[config.mk]
export PLATFORM = sky130hd
export DESIGN_NAME = fp_mul_pipe
export DESIGN_NICKNAME = d
export VERILOG_FILES = /design/src/rtl/fp_pkg.sv /design/src/rtl/fp_mul_round.sv /design/src/rtl/fp_mul_pipe.sv
export SDC_FILE = /design/constraint.sdc
export NUM_CORES = 2
export LEC_CHECK = 0
export ABC_AREA = 1
export CAP_MARGIN = 20
export CORE_MARGIN = 2
export CORE_UTILIZATION = 43
export CTS_CLUSTER_DIAMETER = 80
export DETAILED_ROUTE_END_ITERATION = 10
export MAX_ROUTING_LAYER = met4
export PLACE_DENSITY = 0.72
export SYNTH_ARGS = -nofsm -noshare
export SYNTH_HDL_FRONTEND = slang
export SYNTH_HIERARCHICAL = 1
export SYNTH_SLANG_ARGS = --single-unit
[constraint.sdc]
create_clock -name clk -period 6.35 [get_ports clk]
set_input_delay 1.27 -clock clk [delete_from_list [all_inputs] [get_ports clk]]
set_output_delay 1.27 -clock clk [all_outputs]
set_load 0.03 [all_outputs]
[src/rtl/fp_pkg.sv]
// Shared types and helpers for the parametrised floating-point multiplier.
// Rounding mode is chosen by the FP_MUL_RNE_EN macro in fp_mul_round.
package fp_pkg;

  typedef enum logic [1:0] {FP_ZERO, FP_NORM, FP_INF, FP_NAN} fp_class_t;

  typedef struct packed {
    logic overflow;
    logic underflow;
    logic invalid;
  } fp_flags_t;

  // Control payload shared by S1 and S2: the result sign and what kind of result it will be.
  typedef struct packed {
    logic      sign;
    fp_class_t kind;
  } fp_ctrl_t;

  localparam int FP_MAX_W = 64;

  function automatic int bias(input int exp_w);
    return (1 << (exp_w - 1)) - 1;
  endfunction

  function automatic logic [FP_MAX_W-1:0] qnan_bits(input int exp_w, input int man_w);
    logic [FP_MAX_W-1:0] r;
    r = '0;
    for (int i = 0; i < exp_w; i++) r[man_w + i] = 1'b1;
    r[man_w - 1] = 1'b1;
    return r;
  endfunction

  function automatic fp_class_t classify(input logic exp_zero, input logic exp_ones,
                                         input logic frac_zero);
    if (exp_zero) return FP_ZERO;
    if (exp_ones) return frac_zero ? FP_INF : FP_NAN;
    return FP_NORM;
  endfunction

endpackage

[src/rtl/fp_mul_round.sv]
// S3 of the multiplier: normalise the raw product, round, range-check and pack.
// FP_MUL_RNE_EN selects round-to-nearest-even; otherwise the fraction is truncated.
module fp_mul_round
  import fp_pkg::*;
#(
  parameter int EXP_W = 8,
  parameter int MAN_W = 23
) (
  input  fp_ctrl_t                ctrl,
  input  logic signed [EXP_W+1:0] exp_sum,
  input  logic [2*MAN_W+1:0]      prod,
  output logic [EXP_W+MAN_W:0]    product,
  output fp_flags_t               flags
);

  localparam logic signed [EXP_W+1:0] EXP_MAX   = (EXP_W+2)'((1 << EXP_W) - 1);
  localparam logic signed [EXP_W+1:0] EXP_ZERO  = '0;
  localparam logic [FP_MAX_W-1:0]     QNAN_FULL = qnan_bits(EXP_W, MAN_W);
  localparam logic [EXP_W+MAN_W:0]    QNAN      = QNAN_FULL[EXP_W+MAN_W:0];

  logic [2*MAN_W+1:0]      norm;
  logic signed [EXP_W+1:0] exp_norm;
  logic signed [EXP_W+1:0] exp_rnd;
  logic [MAN_W:0]          frac_rnd;
  logic                    round_up;
  logic                    unused_bits;

  // After this shift the leading one always sits at the top bit of norm.
  assign norm     = prod[2*MAN_W+1] ? prod : {prod[2*MAN_W:0], 1'b0};
  assign exp_norm = exp_sum + $signed({{(EXP_W+1){1'b0}}, prod[2*MAN_W+1]});

`ifdef FP_MUL_RNE_EN
  logic guard;
  logic sticky;
  assign guard       = norm[MAN_W];
  assign sticky      = |norm[MAN_W-1:0];
  assign round_up    = guard & (sticky | norm[MAN_W+1]);
  assign unused_bits = norm[2*MAN_W+1];
`else
  assign round_up    = 1'b0;
  assign unused_bits = ^{norm[2*MAN_W+1], norm[MAN_W:0]};
`endif

  // A carry out of the fraction means it wrapped to zero; the exponent absorbs it.
  assign frac_rnd = {1'b0, norm[2*MAN_W:MAN_W+1]} + {{MAN_W{1'b0}}, round_up};
  assign exp_rnd  = exp_norm + $signed({{(EXP_W+1){1'b0}}, frac_rnd[MAN_W]});

  always_comb begin
    product = '0;
    flags   = '0;
    case (ctrl.kind)
      FP_NAN: begin
        product       = QNAN;
        flags.invalid = 1'b1;
      end
      FP_INF:  product = {ctrl.sign, {EXP_W{1'b1}}, {MAN_W{1'b0}}};
      FP_ZERO: product = {ctrl.sign, {(EXP_W+MAN_W){1'b0}}};
      default: begin
        if (exp_rnd >= EXP_MAX) begin
          product        = {ctrl.sign, {EXP_W{1'b1}}, {MAN_W{1'b0}}};
          flags.overflow = 1'b1;
        end else if (exp_rnd <= EXP_ZERO) begin
          product         = {ctrl.sign, {(EXP_W+MAN_W){1'b0}}};
          flags.underflow = 1'b1;
        end else begin
          product = {ctrl.sign, exp_rnd[EXP_W-1:0], frac_rnd[MAN_W-1:0]};
        end
      end
    endcase
  end

endmodule

[src/rtl/fp_mul_pipe.sv]
// Three-stage pipelined floating-point multiplier with valid/ready on both sides.
// Define FP_MUL_RNE_EN for round-to-nearest-even; the default build truncates.
module fp_mul_pipe
  import fp_pkg::*;
#(
  parameter int EXP_W = 8,
  parameter int MAN_W = 23,
  parameter int TAG_W = 4
) (
  input  logic                   clk,
  input  logic                   rst,
  input  logic                   in_valid,
  output logic                   in_ready,
  input  logic [EXP_W+MAN_W:0]   in_a,
  input  logic [EXP_W+MAN_W:0]   in_b,
  input  logic [TAG_W-1:0]       in_tag,
  output logic                   out_valid,
  input  logic                   out_ready,
  output logic [EXP_W+MAN_W:0]   out_product,
  output logic [TAG_W-1:0]       out_tag,
  output logic                   out_overflow,
  output logic                   out_underflow,
  output logic                   out_invalid
);

  localparam logic signed [EXP_W+1:0] BIAS_E = (EXP_W+2)'(bias(EXP_W));

  typedef struct packed {
    fp_ctrl_t         ctrl;
    logic [EXP_W-1:0] exp_a;
    logic [EXP_W-1:0] exp_b;
    logic [MAN_W:0]   man_a;
    logic [MAN_W:0]   man_b;
    logic [TAG_W-1:0] tag;
  } s1_t;

  typedef struct packed {
    fp_ctrl_t           ctrl;
    logic [EXP_W+1:0]   exp_sum;
    logic [2*MAN_W+1:0] prod;
    logic [TAG_W-1:0]   tag;
  } s2_t;

  logic s1_valid, s2_valid, alive;
  logic s1_en, s2_en, s3_en, accept_in;
  s1_t  s1_d, s1_q;
  s2_t  s2_d, s2_q;
  fp_class_t cls_a, cls_b;
  logic [EXP_W+MAN_W:0] rnd_product;
  fp_flags_t            rnd_flags;

  // A stage may load when it is empty or its contents move on, so bubbles collapse.
  assign s3_en     = ~out_valid | out_ready;
  assign s2_en     = ~s2_valid | s3_en;
  assign s1_en     = ~s1_valid | s2_en;
  assign in_ready  = alive & s1_en;
  assign accept_in = in_valid & in_ready;

  always_comb begin
    cls_a = classify(in_a[EXP_W+MAN_W-1:MAN_W] == '0, &in_a[EXP_W+MAN_W-1:MAN_W],
                     in_a[MAN_W-1:0] == '0);
    cls_b = classify(in_b[EXP_W+MAN_W-1:MAN_W] == '0, &in_b[EXP_W+MAN_W-1:MAN_W],
                     in_b[MAN_W-1:0] == '0);
    s1_d           = '0;
    s1_d.ctrl.sign = in_a[EXP_W+MAN_W] ^ in_b[EXP_W+MAN_W];
    if (cls_a == FP_NAN || cls_b == FP_NAN ||
        (cls_a == FP_ZERO && cls_b == FP_INF) || (cls_a == FP_INF && cls_b == FP_ZERO))
      s1_d.ctrl.kind = FP_NAN;
    else if (cls_a == FP_INF || cls_b == FP_INF)
      s1_d.ctrl.kind = FP_INF;
    else if (cls_a == FP_ZERO || cls_b == FP_ZERO)
      s1_d.ctrl.kind = FP_ZERO;
    else
      s1_d.ctrl.kind = FP_NORM;
    s1_d.exp_a = in_a[EXP_W+MAN_W-1:MAN_W];
    s1_d.exp_b = in_b[EXP_W+MAN_W-1:MAN_W];
    s1_d.man_a = {1'b1, in_a[MAN_W-1:0]};
    s1_d.man_b = {1'b1, in_b[MAN_W-1:0]};
    s1_d.tag   = in_tag;
  end

  always_comb begin
    s2_d         = '0;
    s2_d.ctrl    = s1_q.ctrl;
    s2_d.exp_sum = $signed({2'b00, s1_q.exp_a}) + $signed({2'b00, s1_q.exp_b}) - BIAS_E;
    s2_d.prod    = {{(MAN_W+1){1'b0}}, s1_q.man_a} * {{(MAN_W+1){1'b0}}, s1_q.man_b};
    s2_d.tag     = s1_q.tag;
  end

  fp_mul_round #(
    .EXP_W(EXP_W),
    .MAN_W(MAN_W)
  ) u_round (
    .ctrl    (s2_q.ctrl),
    .exp_sum ($signed(s2_q.exp_sum)),
    .prod    (s2_q.prod),
    .product (rnd_product),
    .flags   (rnd_flags)
  );

  // alive keeps in_ready low through reset and for the cycle in which rst is released.
  always_ff @(posedge clk) begin
    if (rst) begin
      alive    <= 1'b0;
      s1_valid <= 1'b0;
      s1_q     <= '0;
      s2_valid <= 1'b0;
      s2_q     <= '0;
    end else begin
      alive <= 1'b1;
      if (s1_en) begin
        s1_valid <= accept_in;
        if (accept_in) s1_q <= s1_d;
      end
      if (s2_en) begin
        s2_valid <= s1_valid;
        if (s1_valid) s2_q <= s2_d;
      end
    end
  end

  always_ff @(posedge clk) begin
    if (rst) begin
      out_valid     <= 1'b0;
      out_product   <= '0;
      out_tag       <= '0;
      out_overflow  <= 1'b0;
      out_underflow <= 1'b0;
      out_invalid   <= 1'b0;
    end else if (s3_en) begin
      out_valid <= s2_valid;
      if (s2_valid) begin
        out_product   <= rnd_product;
        out_tag       <= s2_q.tag;
        out_overflow  <= rnd_flags.overflow;
        out_underflow <= rnd_flags.underflow;
        out_invalid   <= rnd_flags.invalid;
      end
    end
  end

endmodule
==> metrics.txt <==
status completed; Reg2Reg Depth 27; Initial Utilization 0.433; slowest CP cell fa_1; DIE AREA 0.0666 mm²; Die X 258 µm; Hold Path Class reg -> reg; Slew Limit Fails 0; Global Route Usage Sum 0.229; cts bufs inserted 17; Setup Skew ~15 ps; largest net degree at the start of global routing 88; Net count, final 4,732; syn_area_per_cell 7.08 µm²; CTS max path bufs 2; CTS tree yes; power density cells 98.8 mW/mm²; delay-heaviest family, CP adder cells; Area after DPL around 0.030 mm²; Worst R2R End s2_q[37]; Clock Power Share 0.349; first-pass GRT wire length about 120,000 µm; relative slew slack 0.297; initial antenna violation count 1; fraction of layout cells with a size suffix above 1 0.0848; internal power 1.93 mW; Iter 0 DRT Violations about 1,900; Worst setup EP type flip-flop; fin worst setup slack 185 ps; MaxCap Viol Count 0; Clock Latency Late Sink 470 ps; clock sink total 155; Final ANT Viol Nets 0; vias per cell 4.79; core area 0.0641 mm²; final setup fails 0; Sequential Power Share 0.347; Worst-Margin Slew 1050 ps; DRC 0; Post-Route Utilization 0.489; fin crit period about 6200 ps; CP most frequent cell fa_1; area delta synth->final 13.0%; # IOs 113; P_sw roughly 1.2 mW; Die Y between 200 and 300 µm; R2R Setup Slk about 180 ps; clock root cell clkbuf_16; Pleak between 15 and 20 nW; reg2reg start s1_q[46]; max incr delay on CP around 550 ps; number of global-route vias before repair ~24,000; GP Congestion about 0.93; Min-Delay Path Depth 2; VDD IR max 0.000137 V; WP data arrival 6530 ps; I/O Buffers approximately 110; CP max FO 13; hold path startpoint s1_q[0]; via count between 20,000 and 25,000; Syn Inst Count 3,920; part of the cycle the worst path needs 0.971; fmax about 0.16 GHz; WHS Endpoint s2_q[0]; syn nets 4,666; First-pass DRT Iterations 6; Sw Share 0.378; Fin. Hold Viols 0; post-DP HPWL 60,200 µm; Buf/Inv on CP 8; Site Rows 93; combinational cell fraction of total power 0.304; startpoint types flip-flop; Clock transition at path regs 70 ps; Setup CP Type reg -> reg; Overflow after GRT 0; Total Wirelength 73,200 µm; Synth Warn # 6; H-tree levels 4; Post-Place Worst Slack 29.9 ps; WL/cell 15.1 µm; Cell Area, Synth 0.0278 mm²; fin area 0.0314 mm²; required time worst endpoint between 6000 and 7000 ps
## area by class of cell
class	instances	area, µm²
fillers	6181	32700
multi-input cells	2483	19900
inverters	1080	4060
flip-flops and latches	155	3180
repair buffers	249	2510
well taps	855	1070
clock buffers	17	425
clock inverters	15	188
diodes	1	2.50
## power by group through the flow
stage,clock network (mW),registers [mW],logic (mW)
2_1_floorplan,0,1.07,0.561
3_3_place_gp,0,1.09,0.882
3_5_place_dp,0,1.09,0.887
4_1_cts,1.10,1.07,0.902
5_1_grt,1.13,1.08,1.04
6_report,1.08,1.07,0.943
## through the flow
| step | total power [mW] | std cells | hold WS (ps) | setup TNS, ps |
|---|---|---|---|---|
| final | 3.10 | 4855 | 467 | 0 |
| after global routing | 3.26 | 4855 | 479 | -45.4 |
| after CTS | 3.07 | 4842 | 463 | 0 |
| after detailed placement | 1.98 | 4810 | 452 | 0 |
| after global placement | 1.98 | 4810 | 446 | 0 |
| after floorplan | 1.63 | 3920 | 430 | 0 |
## registers in the layout, indices dropped and copies added (netlist names)
register       count
s1_q              70
s2_q              42
out_product       32
out_tag            4
alive              1
out_invalid        1
out_overflow       1
out_underflow      1
out_valid          1
s1_valid           1
s2_valid           1
## per-layer routing
| metal | vias to the layer above | track usage | wire [µm] |
|---|---|---|---|
| li1 | 11216 | - | - |
| met1 | 11195 | 0.296 | 31000 |
| met2 | 724 | 0.381 | 35900 |
| met3 | 121 | 0.0332 | 4620 |
| met4 | 0 | 0.0543 | 1710 |
| met5 | - | - | 0 |
## placed cells by master (no fill, tap or decap), types with 6 or more instances in the layout
cell	n
nor3_1	10
mux2_2	14
xor2_1	8
o21bai_1	7
dfxtp_4	13
a21oi_2	7
clkbuf_16	22
nor2_1	290
buf_12	21
nand3_2	9
inv_1	1070
dfxtp_2	21
nand3_1	74
inv_2	7
ha_4	7
buf_4	106
ha_1	183
nand4_1	13
nand2_2	39
dfxtp_1	121
fa_2	6
a21oi_1	110
nor2_4	7
fa_1	477
nand2_1	1087
nor2_2	24
clkdlybuf4s50_1	111
o21ai_0	83
## worst reg2reg max path, cell delays in order (launching register included)
cell and delay (ps):
dfxtp_2 410, buf_12 170, nand2_1 110, fa_1 550
inv_1 50, fa_1 480, inv_1 70, fa_1 500
fa_1 510, inv_1 50, fa_1 520, fa_1 550
inv_1 60, fa_1 480, inv_1 40, ha_1 320
nand2_2 80, buf_4 140, nor2_4 110, nand2_1 70
nor2_1 120, nand2_1 80, nand3_2 110, nand2_1 90
nand3_1 70, nand3_1 160, nand2_1 130, inv_1 40
## worst max-delay path by stage
| stage | startpoint | cells after the start | end |
|---|---|---|---|
| floorplan | s1_q[41] | 29 | s2_q[33] |
| global placement | s1_q[10] | 24 | s2_q[32] |
| detailed placement | s1_q[10] | 25 | s2_q[48] |
| CTS | s1_q[6] | 27 | s2_q[29] |
| global route | s1_q[40] | 27 | s2_q[51] |
| finish | s1_q[46] | 27 | s2_q[37] |
## timing repair
| action | in CTS | in global routing |
|---|---|---|
| hold buffers | 0 | 0 |
| buffers inserted | 0 | 7 |
| resized for setup | 4 | 99 |
| pin swaps | 0 | 22 |
| setup endpoints to repair | 3 | 25 |
| cloned | 0 | 5 |
Power figures use the tool's default switching activity.
